$ cat src/rtl/debounce_sched_pkg.sv
// debounce_sched_pkg: shared FSM state type and width helpers for debounce_scheduler.
package debounce_sched_pkg;
  typedef enum logic {IDLE, SCAN} state_t;
  function automatic int cnt_width(input int stable_ticks);
    return $clog2(stable_ticks + 1);
  endfunction
  function automatic int idx_width(input int n_btn);
    return (n_btn > 1) ? $clog2(n_btn) : 1;
  endfunction
endpackage

$ cat src/rtl/debounce_scheduler_tick_gen.sv
// tick_gen: free-running divider producing a one-cycle tick every TICK_DIV clocks.
module tick_gen #(
  parameter int TICK_DIV = 1_000_000
) (
  input  logic clk,
  input  logic reset,
  output logic tick
);
  localparam int W = (TICK_DIV > 1) ? $clog2(TICK_DIV) : 1;
  logic [W-1:0] cnt_q, cnt_d;
  always_comb begin
    tick  = cnt_q == W'(TICK_DIV - 1);
    cnt_d = tick ? '0 : cnt_q + 1'b1;
  end
  always_ff @(posedge clk) cnt_q <= reset ? '0 : cnt_d;
endmodule

$ cat src/rtl/debounce_scheduler.sv
// debounce_scheduler: round-robin time-multiplexed debouncer for N_BTN buttons.
// Define DEBOUNCE_RELEASE_EN to generate btn_release pulses; otherwise btn_release is 0.
module debounce_scheduler
  import debounce_sched_pkg::*;
#(
  parameter int N_BTN        = 4,
  parameter int TICK_DIV     = 1_000_000,
  parameter int STABLE_TICKS = 3
) (
  input  logic             clk,
  input  logic             reset,
  input  logic             en,
  input  logic [N_BTN-1:0] btn_in,
  output logic [N_BTN-1:0] btn_level,
  output logic [N_BTN-1:0] btn_press,
  output logic [N_BTN-1:0] btn_release,
  output logic             busy
);
  localparam int CW = cnt_width(STABLE_TICKS);
  localparam int IW = idx_width(N_BTN);
  logic             tick, hit, last;
  state_t           state_q, state_d;
  logic [IW-1:0]    idx_q, idx_d;
  logic [N_BTN-1:0] sync1_q, sync2_q, level_q, level_d, press_q, press_d;
  logic [CW-1:0]    cnt_q [N_BTN];
  logic [CW-1:0]    cnt_d [N_BTN];
`ifdef DEBOUNCE_RELEASE_EN
  logic [N_BTN-1:0] release_q, release_d;
`endif
  tick_gen #(.TICK_DIV(TICK_DIV)) u_tick (.clk(clk), .reset(reset), .tick(tick));
  always_comb begin
    state_d = state_q;
    idx_d   = idx_q;
    level_d = level_q;
    cnt_d   = cnt_q;
    press_d = '0;
`ifdef DEBOUNCE_RELEASE_EN
    release_d = '0;
`endif
    hit  = cnt_q[idx_q] + CW'(1) == CW'(STABLE_TICKS);
    last = idx_q == IW'(N_BTN - 1);
    if (state_q == IDLE) begin
      state_d = (tick && en) ? SCAN : IDLE;
      idx_d   = '0;
    end else begin
      if (sync2_q[idx_q] == level_q[idx_q]) cnt_d[idx_q] = '0;
      else if (hit) begin
        level_d[idx_q] = ~level_q[idx_q];
        cnt_d[idx_q]   = '0;
        press_d[idx_q] = ~level_q[idx_q];
`ifdef DEBOUNCE_RELEASE_EN
        release_d[idx_q] = level_q[idx_q];
`endif
      end else cnt_d[idx_q] = cnt_q[idx_q] + CW'(1);
      state_d = last ? IDLE : SCAN;
      idx_d   = last ? '0 : idx_q + 1'b1;
    end
  end
  always_ff @(posedge clk) begin
    if (reset) begin
      state_q <= IDLE;
      idx_q   <= '0;
      sync1_q <= '0;
      sync2_q <= '0;
      level_q <= '0;
      press_q <= '0;
      cnt_q   <= '{default: '0};
`ifdef DEBOUNCE_RELEASE_EN
      release_q <= '0;
`endif
    end else begin
      state_q <= state_d;
      idx_q   <= idx_d;
      sync1_q <= btn_in;
      sync2_q <= sync1_q;
      level_q <= level_d;
      press_q <= press_d;
      cnt_q   <= cnt_d;
`ifdef DEBOUNCE_RELEASE_EN
      release_q <= release_d;
`endif
    end
  end
  assign btn_level = level_q;
  assign btn_press = press_q;
  assign busy      = state_q == SCAN;
`ifdef DEBOUNCE_RELEASE_EN
  assign btn_release = release_q;
`else
  assign btn_release = '0;
`endif
endmodule

$ cat config.mk
export PLATFORM = sky130hd
export DESIGN_NAME = debounce_scheduler
export DESIGN_NICKNAME = d
export VERILOG_FILES = /design/src/rtl/debounce_sched_pkg.sv /design/src/rtl/debounce_scheduler_tick_gen.sv /design/src/rtl/debounce_scheduler.sv
export SDC_FILE = /design/constraint.sdc
export NUM_CORES = 1
export LEC_CHECK = 0
export ABC_AREA = 1
export CAP_MARGIN = 15
export CORE_UTILIZATION = 30
export CTS_CLUSTER_DIAMETER = 200
export CTS_CLUSTER_SIZE = 14
export DETAILED_ROUTE_END_ITERATION = 10
export PLACE_DENSITY_LB_ADDON = 0.25
export SYNTH_ARGS = -nofsm -noshare
export SYNTH_HDL_FRONTEND = slang
export SYNTH_HIERARCHICAL = 1
export SYNTH_SLANG_ARGS = --single-unit
$ cat constraint.sdc
create_clock -name clk -period 2.1 [get_ports clk]
set_input_delay 0.315 -clock clk [delete_from_list [all_inputs] [get_ports clk]]
set_output_delay 0.315 -clock clk [all_outputs]
set_load 0.01 [all_outputs]
Word-level counts from Yosys, hierarchy flattened --
Index checks and enable logic that the tools add are counted.
Storage, ports and cells: logic and storage cells 55, output and inout port bits 13, flip-flop bits (word level) 47
Cells by class: $lt $le $gt $ge 4, equality and inequality tests 4, $add $sub $neg 3, muxes and demuxes 18, reductions and logical operators 7, bitwise operators 8
Operators by type and width (count):
- 20-bit by 1-bit adder with 20-bit output (second input constant) | 1
- 20-bit == test (second input constant) | 1
- 8-bit two-way mux | 2
- 8-bit AND | 1
- 8-bit bitwise mux | 1
- 8-bit NOT | 1
- 1-bit two-way mux | 6
- 2-bit two-way mux | 3
- 2-bit by 1-bit adder with 2-bit output (second input constant) | 2
- 4-bit AND | 1
- 1-bit binary-select mux with 2-bit select | 2
- 2-bit binary-select mux with 2-bit select | 1
- 4-bit bitwise mux | 1
- 2-bit demux with 2-bit select | 1
- 2-bit == test (second input constant) | 2
- 1-bit NOT | 4
- 4-bit OR reduction | 1
- 3-bit greater-or-equal comparator (second input constant) | 1
- 1-bit logical AND | 3
- 2-bit by 3-bit less-than comparator with 1-bit output (second input constant) | 1
- 3-bit by 1-bit less-than comparator with 1-bit output (second input constant) | 1
- 2-bit NOT with 3-bit output | 1
- 3-bit AND reduction | 1
- 3-bit OR reduction | 1
- 4 further kinds | 4

Depth between registers and ports, before layout --
depth after elaboration 9, mapped depth 14

Cells and area by module --
The synthesis kept the hierarchy.
By module, submodules not included:
- debounce_scheduler | area an instance 1510.2 µm², cells each 231, seq. area each 540.5 µm², times used 1
- tick_gen | area an instance 1121.1 µm², cells each 162, seq. area each 400.4 µm², times used 1

Worst setup path before layout --
Ideal clock, no wire load.
path type flip-flop to flip-flop, start point register idx_q[0], end point register, netlist name cnt_q[6], path slack 217 ps, path buffers 2, cell stages (with the launch flop) 14, setup time 113 ps, data arrival time 1770 ps, cell sequence dfxtp_1 buf_6 inv_6 nand2_1 nand3_1 nand2_1 ha_1 inv_1 clkbuf_1 nand4_1 nand2_1 nand2_1 nand2_1 nor2_1
RTL lines:
- start: declaration | line debounce_scheduler.sv:23 | logic [IW-1:0] idx_q, idx_d;
- start signal: assignment | line debounce_scheduler.sv:73 | idx_q <= idx_d;

==> flow_summary.html <==
<table>
<tr><th>Metric</th><th>Value</th></tr>
<tr><th colspan="2">Status</th></tr>
<tr><td>Status</td><td>finished, final reports clean</td></tr>
<tr><th colspan="2">Worst setup path</th></tr>
<tr><td>Total buffers and inverters traversed by the critical path</td><td>2</td></tr>
<tr><td>Worst R2R Setup Slack</td><td>0.33 ns</td></tr>
<tr><td>Arrival time at the worst endpoint</td><td>around 2 ns</td></tr>
<tr><td>Path type of the worst setup path</td><td>register to register</td></tr>
<tr><td>Type of destination of the critical path</td><td>register</td></tr>
<tr><td>Max stage delay on crit path</td><td>about 0.4 ns</td></tr>
<tr><td>Crit path max-delay family</td><td>compound AO/OA/AOI/OAI gates</td></tr>
<tr><td>Reg2reg path depth</td><td>12</td></tr>
<tr><td>CP Data Required Time</td><td>2.31 ns</td></tr>
<tr><td>CP startpoint kind</td><td>register</td></tr>
<tr><td>Biggest fanout along the worst timing path</td><td>11</td></tr>
<tr><td>Cell with the largest stage delay on the worst path</td><td>sky130_fd_sc_hd__dfxtp_2</td></tr>
<tr><td>Reg-to-reg critical path endpoint</td><td>cnt_q[7]</td></tr>
<tr><td>Ordered cell list for the critical path</td><td>inv_6 &gt; o21ai_0 &gt; a21oi_1 &gt; a21oi_2 &gt; ha_4 &gt; clkinvlp_4 &gt; nand3_1 &gt; o21ai_0 &gt; nand2_1 &gt; nand2_1 &gt; nor2_1 &gt; nor2_1</td></tr>
<tr><td>Worst r2r src</td><td>idx_q[0]</td></tr>
<tr><th colspan="2">Layout</th></tr>
<tr><td>Most frequent cells in the layout</td><td>112 x sky130_fd_sc_hd__nand2_1, 64 x sky130_fd_sc_hd__nor2_1, 46 x sky130_fd_sc_hd__dfxtp_1</td></tr>
<tr><td>Area taken by multi-input logic gates</td><td>roughly 0.0015 sq mm</td></tr>
<tr><td>Diode insertion count for antenna repair</td><td>0</td></tr>
<tr><td>Fill count</td><td>roughly 900</td></tr>
<tr><td>Total non-filler cell area in the finished layout</td><td>0.00303 sq mm</td></tr>
<tr><td>Share of post-route cells with drive strength above 1</td><td>around 14%</td></tr>
<tr><td>Commonest non-fill, non-tap cell in the layout</td><td>sky130_fd_sc_hd__nand2_1</td></tr>
<tr><td># nets final</td><td>~430</td></tr>
<tr><td>Seq. cell area</td><td>roughly 940 sq um</td></tr>
<tr><td>Area growth from synthesis to layout</td><td>15.0%</td></tr>
<tr><th colspan="2">Min path</th></tr>
<tr><td>Hold Path Origin</td><td>sync1_q[3]</td></tr>
<tr><td>Hold Crit Endpoint</td><td>sync2_q[3]</td></tr>
<tr><td>Worst hold path cell count</td><td>2</td></tr>
<tr><td>HP Class</td><td>register to register</td></tr>
<tr><th colspan="2">Detailed routing</th></tr>
<tr><td>Per-cell routed wire length</td><td>roughly 11 microns</td></tr>
<tr><td>Detailed router's first-iteration violation count</td><td>approximately 120</td></tr>
<tr><td>DRC violation count after routing</td><td>0</td></tr>
<tr><td>Detailed-route wire length</td><td>5520 microns</td></tr>
<tr><td>Via density per instance</td><td>4.44</td></tr>
<tr><td>Antenna violation net count after detailed routing</td><td>0</td></tr>
<tr><td>Vias after detailed routing</td><td>between 2k and 2.5k</td></tr>
<tr><td>Pre-antenna DRT Iters</td><td>4</td></tr>
<tr><th colspan="2">STA</th></tr>
<tr><td>RSZ-0062 raised after global routing</td><td>false</td></tr>
<tr><td>Part of the cycle the worst path needs</td><td>84.3%</td></tr>
<tr><td>Clock skew</td><td>~0.0046 ns</td></tr>
<tr><td>Max Fclk</td><td>0.565 GHz</td></tr>
<tr><td>Pins over their slew limit</td><td>0</td></tr>
<tr><td>Final setup vio count</td><td>0</td></tr>
<tr><td>Number of hold violations in the final report</td><td>0</td></tr>
<tr><td>Setup TNS</td><td>0 ns</td></tr>
<tr><td>Minimum period implied by the final worst setup slack</td><td>1.77 ns</td></tr>
<tr><th colspan="2">Yosys</th></tr>
<tr><td>Mapped Cells</td><td>393</td></tr>
<tr><td>Synth warnings</td><td>6</td></tr>
<tr><td>Number of flip-flops and latches in the synthesized netlist</td><td>between 40 and 50</td></tr>
<tr><td>Portion of the post-synthesis area used by sequential elements</td><td>between 30 and 40%</td></tr>
<tr><td>Mapped Avg Cell Area</td><td>~6.7 sq um</td></tr>
<tr><td>Number of library cell types mapped by synthesis</td><td>34</td></tr>
<tr><td>Mapped cell area</td><td>approximately 0.0026 sq mm</td></tr>
<tr><th colspan="2">Place</th></tr>
<tr><td>Detailed-placement wirelength estimate</td><td>4080 microns</td></tr>
<tr><td>GP Congestion</td><td>approximately 0.8</td></tr>
<tr><td>Post-placement cell area</td><td>about 0.0029 sq mm</td></tr>
<tr><td># port buffers</td><td>15</td></tr>
<tr><th colspan="2">Floorplanning</th></tr>
<tr><td>Chip Height</td><td>between 90 and 100 microns</td></tr>
<tr><td>Starting density of the core</td><td>between 30% and 40%</td></tr>
<tr><td>Die Wd</td><td>roughly 96 microns</td></tr>
<tr><td>Area inside the core boundary</td><td>between 0.008 and 0.009 sq mm</td></tr>
<tr><td>Ports</td><td>20</td></tr>
<tr><td>Standard-cell row count</td><td>33</td></tr>
<tr><td>Overall die area</td><td>about 0.0091 sq mm</td></tr>
<tr><th colspan="2">CTS</th></tr>
<tr><td>Post-CTS Hold Buffers</td><td>0</td></tr>
<tr><td>Clock latency reported for the late side of the worst-skew pair</td><td>approximately 0.3 ns</td></tr>
<tr><td>Clock input transition at the sequential cells of the worst setup and hold paths</td><td>~0.10 ns</td></tr>
<tr><td>Clk buf depth</td><td>2</td></tr>
<tr><td>Clk sinks</td><td>47</td></tr>
<tr><td>Clock H-tree levels</td><td>2</td></tr>
<tr><td>CTS Buf Count</td><td>5</td></tr>
<tr><td>Clock tree from TritonCTS</td><td>built</td></tr>
<tr><td>Root buffer selected by CTS</td><td>sky130_fd_sc_hd__clkbuf_8</td></tr>
<tr><th colspan="2">Flow run</th></tr>
<tr><td>Number of max-capacitance violations reported</td><td>0</td></tr>
<tr><th colspan="2">Pwr</th></tr>
<tr><td>Power Density</td><td>522 mW/mm^2</td></tr>
<tr><td>Leak Pwr</td><td>0.00126 uW</td></tr>
<tr><td>Maximum vdd drop</td><td>between 200 and 300 uV</td></tr>
<tr><th colspan="2">Global route</th></tr>
<tr><td>Antenna violations before repair</td><td>0</td></tr>
<tr><td>Global-route usage over all layers</td><td>13.3%</td></tr>
<tr><td>First-pass GRT wire length</td><td>between 9000 and 10,000 microns</td></tr>
<tr><td>Vias in the first global route</td><td>roughly 2.1k</td></tr>
<tr><td>Pin count of the biggest net entering global routing</td><td>18</td></tr>
<tr><td>Remaining global-route overflow</td><td>0</td></tr>
</table>
state kept, by name, indices dropped and copies added (netlist names):
register,flops
u_tick/cnt_q,20
cnt_q,8
btn_level,4
btn_press,4
sync1_q,4
sync2_q,4
idx_q,2
busy,1
power breakdown:
part	internal, uW	switching [uW]
sequential	903	6.68
clock	247	354
combinational	28.0	41.7
total	1180	403
routing by layer:
layer	track usage (%)	up-vias	part of all wire [%]
met5	0	-	0
met4	3.73	0	1.4
met3	2.63	7	4.2
met2	22.7	45	48
met1	16.9	1008	46
li1	-	1260	-
worst min-delay path: cells and delay by family, from the launching register on:
kind	cells	cell delay (ns)
buffers and inverters	1	0.04
DFF	1	0.31
and+or+nand+nor	1	0.03
worst max-delay path by stage:
stage	from	to	slack [ns]	cells past startpoint
2_1_floorplan	idx_q[0]	cnt_q[6]	0.22	13
3_3_place_gp	idx_q[0]	cnt_q[0]	0.23	10
3_5_place_dp	idx_q[0]	cnt_q[7]	0.14	12
4_1_cts	idx_q[0]	cnt_q[5]	0.12	12
5_1_grt	idx_q[0]	cnt_q[7]	0.07	11
6_report	idx_q[0]	cnt_q[7]	0.33	12
kinds of logic (layout without fill, tap and decap cells):
group,after synthesis,after routing,synth area share [%]
AO/OA/AOI/OAI,27,27,5.90
XOR/XNOR,6,6,2.00
adder cells (fa/ha/maj),6,6,2.85
buffers and inverters,56,77,9.80
flip-flops,47,47,35.8
other,1,4,0.143
AND/OR/NAND/NOR,250,250,43.6
metrics by stage:
step | util (%) | std cells | hold WS (ns) | setup slack (ns) | total power (uW)
5_1_grt | 36.3 | 522 | 0.427 | 0.0686 | 1660
2_1_floorplan | - | 396 | 0.388 | 0.217 | 982
3_3_place_gp | 34.8 | 513 | 0.390 | 0.228 | 999
6_report | 36.3 | 522 | 0.408 | 0.329 | 1580
4_1_cts | 35.9 | 521 | 0.404 | 0.116 | 1610
3_5_place_dp | 34.8 | 513 | 0.395 | 0.141 | 1000
synthesized netlist by cell type:
cell type | instances | area (sq um)
sky130_fd_sc_hd__nand3_2 | 2 | 20.0
sky130_fd_sc_hd__o21bai_1 | 1 | 7.51
sky130_fd_sc_hd__nor2_1 | 64 | 240
sky130_fd_sc_hd__nor4_2 | 1 | 12.5
sky130_fd_sc_hd__nor2_8 | 1 | 20.0
sky130_fd_sc_hd__nand2_2 | 12 | 75.1
sky130_fd_sc_hd__nand3_1 | 35 | 175
sky130_fd_sc_hd__inv_2 | 5 | 18.8
sky130_fd_sc_hd__nand3b_1 | 1 | 7.51
sky130_fd_sc_hd__nor2_4 | 2 | 22.5
sky130_fd_sc_hd__o31ai_1 | 1 | 7.51
sky130_fd_sc_hd__nor3_1 | 1 | 5.00
sky130_fd_sc_hd__nand2_4 | 3 | 33.8
sky130_fd_sc_hd__nand2_8 | 1 | 20.0
sky130_fd_sc_hd__o21ai_0 | 8 | 40.0
sky130_fd_sc_hd__buf_4 | 4 | 30.0
sky130_fd_sc_hd__xnor2_1 | 2 | 17.5
sky130_fd_sc_hd__nor2_2 | 5 | 31.3
sky130_fd_sc_hd__ha_1 | 6 | 75.1
sky130_fd_sc_hd__and2_1 | 1 | 6.26
sky130_fd_sc_hd__inv_1 | 39 | 146
sky130_fd_sc_hd__or2_0 | 1 | 6.26
sky130_fd_sc_hd__a21oi_2 | 4 | 35.0
sky130_fd_sc_hd__nand2_1 | 112 | 420
sky130_fd_sc_hd__a21oi_1 | 8 | 40.0
sky130_fd_sc_hd__clkbuf_1 | 3 | 11.3
sky130_fd_sc_hd__xor2_1 | 4 | 35.0
sky130_fd_sc_hd__dfxtp_1 | 47 | 941
sky130_fd_sc_hd__or2_2 | 1 | 6.26
sky130_fd_sc_hd__inv_6 | 2 | 17.5
sky130_fd_sc_hd__o21ai_1 | 5 | 25.0
sky130_fd_sc_hd__conb_1 | 1 | 3.75
sky130_fd_sc_hd__buf_6 | 3 | 33.8
sky130_fd_sc_hd__nand4_1 | 7 | 43.8
layout make-up:
class	instances	share of cell area [%]
Clock buffer	5	2.27
Clock inverter	3	0.909
Inverter	46	6.16
Multi-Input combinational cell	293	48.2
Sequential cell	47	31.1
Tap cell	105	4.34
Timing Repair Buffer	22	6.70
Timing Repair inverter	1	0.248
repair_timing:
action,4_1_cts,5_1_grt
resized for setup,0,6
setup endpoints to repair,0,8
buffers inserted,0,0
endpoints found under the hold margin,0,0
Power figures use the tool's default switching activity.
